$ cat src/rtl/pc_fetch_unit.sv
// pc_fetch_unit
// Holds the architectural PC and runs the fetch/issue sequence. Each
// instruction is fetched with a req/ack handshake, held for decode with a
// valid/ready handshake, and retired when decode accepts it. On retirement,
// the PC is loaded with the next-address logic's result, and the return
// address may be captured into the link register.
//
// Ports
//   clk, rst_n          clock, asynchronous active-low reset
//   pc                  current PC, drives the next-address logic
//   next_pc, incr_pc    next-address logic results (incr_pc low PC_W bits used)
//   imem_req/addr       fetch request and address (combinational from state)
//   imem_ack/rdata      fetch completion and returned word
//   instr/instr_valid   instruction held for decode
//   instr_ready         decode accepts instr
//   link_we, link_reg   capture return address on acceptance / captured value
//   halt, halted        park on acceptance / unit parked
//   retired             count of accepted instructions (wraps at 16 bits)
module pc_fetch_unit #(
  parameter int              PC_W     = 10,
  parameter int              INSTR_W  = 32,
  parameter logic [PC_W-1:0] RESET_PC = '0
) (
  input  logic               clk,
  input  logic               rst_n,
  output logic [PC_W-1:0]    pc,
  input  logic [PC_W-1:0]    next_pc,
  input  logic [31:0]        incr_pc,
  output logic               imem_req,
  output logic [PC_W-1:0]    imem_addr,
  input  logic               imem_ack,
  input  logic [INSTR_W-1:0] imem_rdata,
  output logic [INSTR_W-1:0] instr,
  output logic               instr_valid,
  input  logic               instr_ready,
  input  logic               link_we,
  output logic [PC_W-1:0]    link_reg,
  input  logic               halt,
  output logic               halted,
  output logic [15:0]        retired
);

  typedef enum logic [1:0] {
    FETCH = 2'd0,
    ISSUE = 2'd1,
    HALT  = 2'd2
  } state_e;

  state_e               state_q;
  logic [PC_W-1:0]      pc_q;
  logic [PC_W-1:0]      link_q;
  logic [INSTR_W-1:0]   instr_q;
  logic                 valid_q;
  logic                 halted_q;
  logic [15:0]          retired_q;
  logic [15:0]          retired_d;
  logic                 accept;

  // Only the low PC_W bits of the incremented PC are architecturally meaningful.
  logic                 unused_incr_hi;
  assign unused_incr_hi = ^incr_pc[31:PC_W];

  assign accept    = (state_q == ISSUE) && valid_q && instr_ready;
  assign retired_d = retired_q + 16'd1;

  // The request is gated by rst_n so that it is low throughout reset, even
  // though the reset state is FETCH.
  assign imem_req    = rst_n && (state_q == FETCH);
  assign imem_addr   = pc_q;

  assign pc          = pc_q;
  assign instr       = instr_q;
  assign instr_valid = valid_q;
  assign link_reg    = link_q;
  assign halted      = halted_q;
  assign retired     = retired_q;

  always_ff @(posedge clk or negedge rst_n) begin
    if (!rst_n) begin
      state_q   <= FETCH;
      pc_q      <= RESET_PC;
      link_q    <= '0;
      instr_q   <= '0;
      valid_q   <= 1'b0;
      halted_q  <= 1'b0;
      retired_q <= '0;
    end else begin
      unique case (state_q)
        FETCH: begin
          if (imem_ack) begin
            instr_q <= imem_rdata;
            valid_q <= 1'b1;
            state_q <= ISSUE;
          end
        end
        ISSUE: begin
          if (accept) begin
            // next_pc is loaded verbatim; any wrap comes from the
            // next-address logic.
            pc_q      <= next_pc;
            valid_q   <= 1'b0;
            retired_q <= retired_d;
            if (link_we) begin
              link_q <= incr_pc[PC_W-1:0];
            end
            if (halt) begin
              state_q  <= HALT;
              halted_q <= 1'b1;
            end else begin
              state_q  <= FETCH;
            end
          end
        end
        HALT: begin
          // Parked until reset.
          state_q <= HALT;
        end
        default: begin
          state_q <= FETCH;
        end
      endcase
    end
  end

endmodule

$ cat config.mk
export PLATFORM = sky130hd
export DESIGN_NAME = pc_fetch_unit
export DESIGN_NICKNAME = d
export VERILOG_FILES = /design/src/rtl/pc_fetch_unit.sv
export SDC_FILE = /design/constraint.sdc
export NUM_CORES = 1
export LEC_CHECK = 0
export ABC_AREA = 1
export BUFFER_PORTS_ARGS = -buffer_cell sky130_fd_sc_hd__buf_4
export CAP_MARGIN = 20
export CORE_ASPECT_RATIO = 1.4
export CORE_MARGIN = 2
export CORE_UTILIZATION = 49
export DETAILED_ROUTE_END_ITERATION = 7
export GPL_TIMING_DRIVEN = 0
export PLACE_DENSITY = 0.85
export SKIP_CTS_REPAIR_TIMING = 1
export SLEW_MARGIN = 20
export SYNTH_ARGS = -nofsm -noshare
export SYNTH_HDL_FRONTEND = slang
export SYNTH_SLANG_ARGS = --single-unit
$ cat constraint.sdc
create_clock -name clk -period 3.4 [get_ports clk]
set_clock_uncertainty 0.15 [all_clocks]
set_input_delay 0.68 -clock clk [delete_from_list [all_inputs] [get_ports clk]]
set_output_delay 0.68 -clock clk [all_outputs]
set_load 0.02 [all_outputs]
==> impl_summary.log <==
INFO  metric via_count_of_the_first_global_routing_pass = 2415
INFO  metric r2r-end = instr[3]$_DFFE_PN0P_
INFO  metric remaining_drcs = 0
INFO  metric drv_slew = 0
INFO  metric yosys_warnings = 0
INFO  metric fin_crit = roughly 2.7 ns
INFO  metric cts_sinks = 72
INFO  metric placement_rows = 34
INFO  metric synth_top_area_cell = dfrtp_1
INFO  metric synth_sequential_area_ratio = 56.7%
INFO  metric ys.flop_type = dfrtp_1
INFO  metric maxSlewHeadroom = 39.5%
INFO  metric final_net_count = 515
INFO  metric cts_root_buf = clkbuf_8
INFO  metric synth_most_common_cell = nand2_1
INFO  metric detail_route.wl_per_cell = 14.2 µm
INFO  metric tritoncts_clock_tree = built
INFO  metric cts-buffers-inserted = 9
INFO  metric post_drt_via_cell_ratio = 4.88
INFO  metric rsz_0062_raised_after_global_routing = no
INFO  metric worst_ep_required_time = 2.57 ns
INFO  metric first_pass_grt_wire_length = around 11000 µm
INFO  metric synth_compound_gate_area_share = less than 1%
INFO  metric syn-cell-area = 3180 µm²
INFO  metric synth.top_cell.area_share = between 50% and 60%
INFO  metric place_worst_setup_slack = approximately 0.71 ns
INFO  metric final_cell_count_no_fill = 511
INFO  metric dp.final_hpwl = 5400 µm
INFO  metric ant_nets = 0
INFO  metric largest_register_ffs = 32
INFO  metric insertion_delay = 0.34 ns
INFO  metric critical_path_capture_point_type = output pin
INFO  metric max_cap_viol_count = 0
INFO  metric tns = 0 ns
INFO  metric synth-simple-area-share = 19.9%
INFO  metric fmax = about 0.37 GHz
INFO  metric buffer_ports.inserted = 138
INFO  metric critical_path.max_fanout = 73
INFO  metric grt-ovfl-total = 0
INFO  metric grt_start_max_net_pins = 74
INFO  metric grt_usage = 20.3%
INFO  metric setup_viol_count_final = 0
INFO  metric muxShareOfSynthArea = 14.6%
INFO  metric initial_core_util = 50.8%
INFO  metric synth-edff-count = 0
INFO  metric syn_to_layout_area_delta = 42.4%
INFO  metric die_height = 99.3 µm
INFO  metric placedCellCount = ~500
INFO  metric synth_xor_area_share = 2.48%
INFO  metric holdCritPathClass = primary input to async pin
INFO  metric syn_avg_cell_area = roughly 11 µm²
INFO  metric dominant_combinational_cell_family_by_area_after_synthesis = simple AND/OR/NAND/NOR gates
INFO  metric synth.top_cells.by_count = 90 x nand2_1, 72 x dfrtp_1, 28 x mux2_4, 17 x nand3_1, 13 x inv_1
INFO  metric regToRegStartpoint = state_q[0]$_DFFE_PN0P_
INFO  metric core = ~6300 µm²
INFO  metric drtPass1Iterations = 4
INFO  metric gpl.final_weighted_congestion = just under 0.9
INFO  metric mappedNetlistNets = 366
INFO  metric h-tree-depth = 3
INFO  metric floorplan.die.width = ~72 µm
INFO  metric design.portCount = between 150 and 200
INFO  metric setup_slack_on_the_worst_flop_to_flop_path = 1.91 ns
INFO  metric cp_launch_type = primary input
INFO  metric ys_async_sr_fraction = 100%
INFO  metric max_slew.worst_pin.slew = 0.908 ns
INFO  metric layout-drive-gt1-share = 48.3%
INFO  metric vdd_drop_max = 0.575 mV
INFO  metric outcome = finished clean
INFO  metric hold_viol_final = 0
INFO  metric worstRegToRegCells = 4
INFO  metric fin_crit_sh = between 70% and 80%
INFO  metric antenna_cells = 0
INFO  metric drt-total-wl = ~7300 µm
INFO  metric synth.top_cells.by_area = dfrtp_1 57%, mux2_4 13%, nand2_1 11%
INFO  metric cts.path.max_buffers = 2
INFO  metric dr_total_vias = 2495
INFO  metric criticalPathCategory = primary input to output pin
INFO  metric timing.final.ws_setup = 0.719 ns
INFO  metric power_density = 933 nW/µm²
INFO  metric post_synth_num_cell_types = 24
INFO  metric drtIter0Drc = 136
INFO  metric synth_fa_ha_area_share = 0.394%
INFO  metric antenna_found_initial = 0
INFO  metric yosys_register_bits = 72
INFO  metric die-area = between 7000 and 8000 µm²
INFO  metric crit_path_arrival_time = about 1.9 ns
INFO  metric syn-instance-count = 285
INFO  metric power.leakage = 2.45 nW
INFO  metric cts.clk_slew.worst_paths = roughly 0.080 ns
-- stage by stage --
stage	util [%]	total power, W	area, µm²	hold slack (ns)
global placement	68.8	0.00346	4310	0.301
floorplan	-	0.00267	3180	0.234
CTS	72.4	0.00427	4530	0.328
detailed placement	68.8	0.00351	4310	0.309
global route	72.4	0.00444	4530	0.356
finish	72.4	0.00422	4530	0.284
-- routing by layer --
| layer | GRT usage (%) | wire (µm) | vias to the layer above | share of wire (%) |
|---|---|---|---|---|
| li1 | - | - | 1201 | - |
| met4 | 10.7 | 148 | 0 | 2.0 |
| met2 | 35.2 | 3850 | 99 | 53 |
| met1 | 23.5 | 2850 | 1182 | 39 |
| met5 | 0 | 0 | - | 0 |
| met3 | 3.55 | 437 | 13 | 6.0 |
-- area by class of cell --
type,instances,area (µm²)
fillers,457,1730
well taps,72,90.1
repair buffers,138,1040
inverters,13,48.8
clock inverters,5,80.1
flip-flops and latches,72,1800
plain buffers,17,130
clock buffers,11,141
multi-input cells,183,1200
-- where the power goes --
part           switching, W  internal, W  leakage [nW]
sequential         0.000234      0.00120         0.888
combinational       0.00102      0.00102          1.46
clock              0.000306     0.000432         0.106
-- cells in the final DEF (no fill, tap or decap), types with 2 or more instances in the layout --
master      synthesis  final
buf_2               2      2
buf_4              11    149
buf_6               3      3
bufinv_16           0      2
clkbuf_1            1      2
clkbuf_8            0     10
clkinvlp_4          0      2
dfrtp_1            72     72
inv_1              13     13
mux2_2              4      4
mux2_4             28     28
nand2_1            90     90
nand2_2             4      4
nand3_1            17     17
nand3b_1            4      4
nand4_1             4      4
nor2_1             12     12
nor2_2              2      2
nor2_4              2      2
o21ai_0             2      2
xnor2_1             4      4
xor2_1              5      5
-- kinds of logic after synthesis --
kind of cell | after synthesis
DFF | 72
buffers and inverters | 30
xor gates and xnor gates | 9
and+or+nand+nor | 139
adders and majority gates | 1
muxes | 32
AOI/OAI and AO/OA | 2
-- how the worst max path moves through the flow --
| stage | start | end | cells after the start |
|---|---|---|---|
| floorplan | rst_n | imem_req | 1 |
| global placement | rst_n | imem_req | 3 |
| detailed placement | rst_n | imem_req | 3 |
| CTS | rst_n | imem_req | 3 |
| global route | rst_n | imem_req | 3 |
| finish | rst_n | imem_req | 3 |
-- worst max-delay path: stages --
cell	delay (ns)
buf_4	0.65
nor3b_1	0.26
buf_4	0.17
No activity file was read; power rests on OpenSTA's default activity.
